### config.mk
export PLATFORM = sky130hd
export DESIGN_NAME = multicycle_ctrl
export DESIGN_NICKNAME = d
export VERILOG_FILES = /design/src/rtl/legv8_pkg.sv /design/src/rtl/op_classify.sv /design/src/rtl/multicycle_ctrl.sv
export SDC_FILE = /design/constraint.sdc
export NUM_CORES = 1
export LEC_CHECK = 0
export BUFFER_PORTS_ARGS = -buffer_cell sky130_fd_sc_hd__buf_2
export CORE_UTILIZATION = 50
export DETAILED_ROUTE_END_ITERATION = 6
export PLACE_DENSITY = 0.8
export SYNTH_ARGS = -nofsm -noshare
export SYNTH_HDL_FRONTEND = slang
export SYNTH_SLANG_ARGS = --single-unit
### constraint.sdc
create_clock -name clk -period 1.7 [get_ports clk]
set_input_delay 0.255 -clock clk [delete_from_list [all_inputs] [get_ports clk]]
set_output_delay 0.255 -clock clk [all_outputs]
set_load 0.005 [all_outputs]
### src/rtl/legv8_pkg.sv
// Shared LEGv8 control definitions: opcode encodings, FSM states, ALU op and opcode classes.
package legv8_pkg;

  localparam logic [10:0] OP_LDUR = 11'd1986;
  localparam logic [10:0] OP_STUR = 11'd1984;
  localparam logic [10:0] OP_ADD  = 11'd1112;
  localparam logic [10:0] OP_SUB  = 11'd1624;
  localparam logic [10:0] OP_AND  = 11'd1104;
  localparam logic [10:0] OP_ORR  = 11'd1360;

  // Prefix matches on opcode[10:3] and opcode[10:5]
  localparam logic [7:0] OP_CBZ_PFX = 8'hB4;
  localparam logic [5:0] OP_B_PFX   = 6'b000101;

  typedef enum logic [2:0] {
    StFetch,
    StDecode,
    StExec,
    StMem,
    StWb,
    StBranch,
    StHalt
  } ctrl_state_t;

  typedef enum logic [1:0] {
    AluAdd   = 2'b00,
    AluPassB = 2'b01,
    AluFunct = 2'b10
  } alu_op_t;

  typedef enum logic [2:0] {
    ClsR,
    ClsLd,
    ClsSt,
    ClsCbz,
    ClsB,
    ClsIll
  } op_class_t;

endpackage

### src/rtl/op_classify.sv
// Combinational opcode classifier: maps the 11-bit LEGv8 opcode onto an instruction class.
module op_classify
  import legv8_pkg::*;
(
  input  logic [10:0] opcode,
  output op_class_t   op_class
);

  always_comb begin
    op_class = ClsIll;
    if (opcode == OP_LDUR) begin
      op_class = ClsLd;
    end else if (opcode == OP_STUR) begin
      op_class = ClsSt;
    end else if (opcode == OP_ADD || opcode == OP_SUB || opcode == OP_AND ||
                 opcode == OP_ORR) begin
      op_class = ClsR;
    end else if (opcode[10:3] == OP_CBZ_PFX) begin
      op_class = ClsCbz;
    end else if (opcode[10:5] == OP_B_PFX) begin
      op_class = ClsB;
    end
  end

endmodule

### src/rtl/multicycle_ctrl.sv
// Multi-cycle LEGv8 control sequencer: FSM, captured opcode class and retired-instruction counter.
module multicycle_ctrl
  import legv8_pkg::*;
#(
  parameter int unsigned RETIRE_W = 16
) (
  input  logic                clk,
  input  logic                rst_n,
  input  logic [10:0]         opcode,
  input  logic                alu_zero,
  output logic                imem_req,
  input  logic                imem_ack,
  output logic                dmem_req,
  output logic                dmem_we,
  input  logic                dmem_ack,
  output logic                ir_write,
  output logic                pc_write,
  output logic                pc_src,
  output logic                reg2_loc,
  output logic                alu_src,
  output logic [1:0]          alu_op,
  output logic                mem_to_reg,
  output logic                reg_write,
  output logic                halted,
  output logic [RETIRE_W-1:0] retired
);

  ctrl_state_t         state_q, state_d;
  op_class_t           cls_q, cls_live;
  logic [RETIRE_W-1:0] retired_q;
  logic                retire;
  alu_op_t             alu_op_w;

  op_classify u_op_classify (
    .opcode   (opcode),
    .op_class (cls_live)
  );

  always_comb begin
    state_d    = state_q;
    retire     = 1'b0;
    alu_op_w   = AluAdd;
    imem_req   = 1'b0;
    dmem_req   = 1'b0;
    dmem_we    = 1'b0;
    ir_write   = 1'b0;
    pc_write   = 1'b0;
    pc_src     = 1'b0;
    reg2_loc   = 1'b0;
    alu_src    = 1'b0;
    mem_to_reg = 1'b0;
    reg_write  = 1'b0;
    halted     = 1'b0;
    // Outputs stay quiet while reset is held so requests drop without waiting for a clock
    if (rst_n) begin
      unique case (state_q)
        StFetch: begin
          imem_req = 1'b1;
          if (imem_ack) begin
            ir_write = 1'b1;
            pc_write = 1'b1;
            state_d  = StDecode;
          end
        end
        StDecode: begin
          reg2_loc = (cls_live == ClsSt) || (cls_live == ClsCbz);
          unique case (cls_live)
            ClsR, ClsLd, ClsSt: state_d = StExec;
            ClsCbz, ClsB:       state_d = StBranch;
            default:            state_d = StHalt;
          endcase
        end
        StExec: begin
          if (cls_q == ClsR) begin
            alu_op_w = AluFunct;
            state_d  = StWb;
          end else begin
            alu_src = 1'b1;
            state_d = StMem;
          end
        end
        StMem: begin
          dmem_req = 1'b1;
          dmem_we  = (cls_q == ClsSt);
          if (dmem_ack) begin
            if (cls_q == ClsSt) begin
              retire  = 1'b1;
              state_d = StFetch;
            end else begin
              state_d = StWb;
            end
          end
        end
        StWb: begin
          reg_write  = 1'b1;
          mem_to_reg = (cls_q == ClsLd);
          retire     = 1'b1;
          state_d    = StFetch;
        end
        StBranch: begin
          retire  = 1'b1;
          state_d = StFetch;
          if (cls_q == ClsB) begin
            pc_write = 1'b1;
            pc_src   = 1'b1;
          end else begin
            alu_op_w = AluPassB;
            reg2_loc = 1'b1;
            pc_write = alu_zero;
            pc_src   = alu_zero;
          end
        end
        StHalt: halted = 1'b1;
        default: state_d = StHalt;
      endcase
    end
  end

  always_ff @(posedge clk or negedge rst_n) begin
    if (!rst_n) begin
      state_q   <= StFetch;
      cls_q     <= ClsIll;
      retired_q <= '0;
    end else begin
      state_q <= state_d;
      if (state_q == StDecode) begin
        cls_q <= cls_live;
      end
      if (retire) begin
        retired_q <= retired_q + RETIRE_W'(1);
      end
    end
  end

  assign alu_op  = alu_op_w;
  assign retired = retired_q;

endmodule

==> impl_metrics.json <==
{
  "outcome": "finished with violations",
  "violations": "setup timing",
  "core_um2": 2567,
  "critPathTopFamily": "simple AND/OR/NAND/NOR gates",
  "yosysMostFrequentCell": "dfrtp_1",
  "cellPowerDensity_nw_per_um2": 1139,
  "route.detailed.drc": 0,
  "worstMarginPinSlew_ns": 0.4373,
  "setup_viol": 22,
  "r2r_slack_ns": -0.25,
  "ctsLongestPathBuffers": 2,
  "startpoint_type": "flop",
  "min_period_ns": 1.948,
  "post_synth_main_area_contributors": "dfrtp_1 36%, xor2_1 7.5%, nor4_4 4.5%",
  "grtUsageTotal_pct": 26.77,
  "final_util_pct": 81.87,
  "ys_top_cells_by_count": "20 x dfrtp_1, 12 x nor2_1, 12 x xor2_1",
  "seq_area_frac_synth_pct": 39.36,
  "syn-num-nets": 161,
  "cts_tree": "done",
  "finalNetCount": 240,
  "io_pins": 45,
  "wl_um": 4411,
  "drt_iter0_drc": 37,
  "ir_worst_vdd_mv": 1.029,
  "cts_buffers": 3,
  "cp.arrival_ns": 2.19,
  "finalCritPeriodShare_pct": 114.6,
  "grt_pass1_wl_um": 5727,
  "cp.required_ns": 1.94,
  "synth_cells": 144,
  "routedWlPerCell_um": 17.50,
  "place_hpwl_um": 2563,
  "num-fill-cells": 166,
  "antenna_left": 0,
  "cp_num_buf_inv": 1,
  "p_total_uw": 2394,
  "final_hold_viol_count": 0,
  "diodes": 0,
  "crit_chain": "buf_4 -> nor3b_2 -> a32oi_4 -> nor4_2 -> xor2_1",
  "finalWorstSetupSlack_ns": -0.2477,
  "initial_utilization_pct": 54.73,
  "async_reset_ff_share_pct": 100.0,
  "path_class": "reg -> reg",
  "die_x_um": 55.01,
  "netlist-cell-type-count": 47,
  "synthDominantCellAreaShare_pct": 35.62,
  "ys_ff_latch": 22,
  "pwr-share-seq_pct": 31.7,
  "p_sw_uw": 940.0,
  "fin_area_um2": 2102,
  "synth_warnings": 0,
  "fmax_ghz": 0.5134,
  "vias_per_cell": 5.992,
  "comb_power_share_pct": 56.1,
  "grt_antenna_before_repair": 0,
  "first_pass_iters": 4,
  "grt_max_degree": 15,
  "leakagePower_uw": 0.001089,
  "grt_setup_unrepaired": "yes",
  "dieHeight_um": 55.01,
  "drive_above_1_share_pct": 50.45,
  "fin_skew_ns": 0.002522,
  "finalSetupTns_ns": -2.668,
  "clock-root-buffer": "clkbuf_4",
  "clock-sinks": 22,
  "hold_path.class": "in -> reg",
  "clk_pin_slew_ns": 0.12,
  "slew_viol_final": 0,
  "max_cap_violations": 0,
  "synth_edf_count": 0,
  "p_int_uw": 1454,
  "cp-end-kind": "flop",
  "syn_avg_cell_area_um2": 9.758,
  "via_count": 1510,
  "cts_htree_levels": 1,
  "crit_slowest_cell": "nor4_2",
  "crit_path_max_incr_delay_ns": 0.47,
  "rows": 18,
  "pwr-share-clk_pct": 12.3,
  "dieArea_um2": 3026,
  "syn2layout_area_growth_pct": 49.60,
  "ys.flop_type": "dfrtp_1",
  "syn_area_um2": 1405,
  "buffer_ports.inserted": 44,
  "swShare_pct": 39.26,
  "insertion_delay_ns": 0.31,
  "grt_pass1_vias": 1274,
  "yosys.area.top_type": "dfrtp_1",
  "placed_area_um2": 1785,
  "grt_remaining_overflow": 0,
  "cp_max_fo": 6,
  "gp_congestion": 0.8884,
  "max-slew-margin-rel_pct": 70.72
}
cell type report:
type                    count  area, um2  area share [%]
repair buffers             79      520.5           24.76
well taps                  30      37.54           1.786
inverters                   3      11.26          0.5357
multi-input cells         114      942.2           44.82
clock buffers               4      36.28           1.726
flip-flops and latches     22      554.3           26.37
power groups by stage:
stage	Combinational, uW	Sequential [uW]	Clock (uW)
2_1_floorplan	491	765	0
3_3_place_gp	849	735	0
4_1_cts	1050	753	302
5_1_grt	1430	772	316
6_report	1340	758	294
3_5_place_dp	871	751	0
placed cells by master (no fill, tap or decap), types with 3 or more instances in the layout:
cell type   n
dfrtp_1    19
nor2_1      9
buf_2      44
buf_4      28
xor2_1     12
o21ai_0     4
xnor2_1     3
clkbuf_4    3
nor3_1      5
nor2_2      3
nor3_2      3
nand2_1    11
nand4_1     3
inv_1       3
nor4_4      3
and3_1      3
nand3_1     6
buf_6       4
nor4b_2     4
a21oi_1     4
path summary, 6_finish.rpt:
check,start,to,cells past startpoint
setup / recovery,cls_q[0]$_DFFE_PN1P_,retired[9]$_DFFE_PN0P_,5
hold / removal,opcode[5],cls_q[2]$_DFFE_PN1P_,4
setup reg to reg,cls_q[0]$_DFFE_PN1P_,retired[9]$_DFFE_PN0P_,5
hold reg to reg,retired[15]$_DFFE_PN0P_,retired[15]$_DFFE_PN0P_,1
max in group asynchronous,rst_n,cls_q[2]$_DFFE_PN1P_,3
min in group asynchronous,rst_n,state_q[1]$_DFFE_PN0P_,3
cell families (layout without fill, tap and decap cells):
kind of cell	after synthesis	count (layout)	synth area share, %
and+or+nand+nor	73	73	33.22
xor gates and xnor gates	15	15	9.350
muxes	2	2	1.514
adders and majority gates	1	1	0.8903
AOI/OAI and AO/OA	22	23	12.56
DFF	22	22	39.36
buffers and inverters	9	86	3.117
routing by layer:
metal,wire length (um),up-vias,track usage (%)
met2,2190,66,45.58
met1,1848,737,34.47
met5,0,-,0
met4,109,0,5.417
met3,262,13,6.284
li1,-,694,-
metrics by stage:
stage | cells | setup slack, ns | hold WS [ns]
detailed placement | 231 | 0.02270 | 0.2506
finish | 252 | -0.2477 | 0.3398
CTS | 244 | -0.1777 | 0.2989
global route | 252 | -0.3500 | 0.3407
global placement | 231 | 0.07712 | 0.2406
floorplan | 144 | 0.1176 | -0.04059
what timing repair did:
| action | CTS | global route |
|---|---|---|
| endpoints found under the setup margin | 7 | 24 |
| endpoints found under the hold margin | 20 | 0 |
| pin swaps | 6 | 2 |
| resized for setup | 14 | 15 |
| setup buffers | 9 | 7 |
| hold buffers | 1 | 0 |
| cloned | 0 | 1 |
worst reg2reg max path: stages, from the launching register on:
cell and delay (ns):
dfstp_2 0.40, buf_4 0.13, nor3b_2 0.40, a32oi_4 0.26
nor4_2 0.47, xor2_1 0.22
state kept, by name (all words and copies together) (netlist names):
signal and cells:
cls_q 3, state_q 3, retired 16
Power figures use the tool's default switching activity.
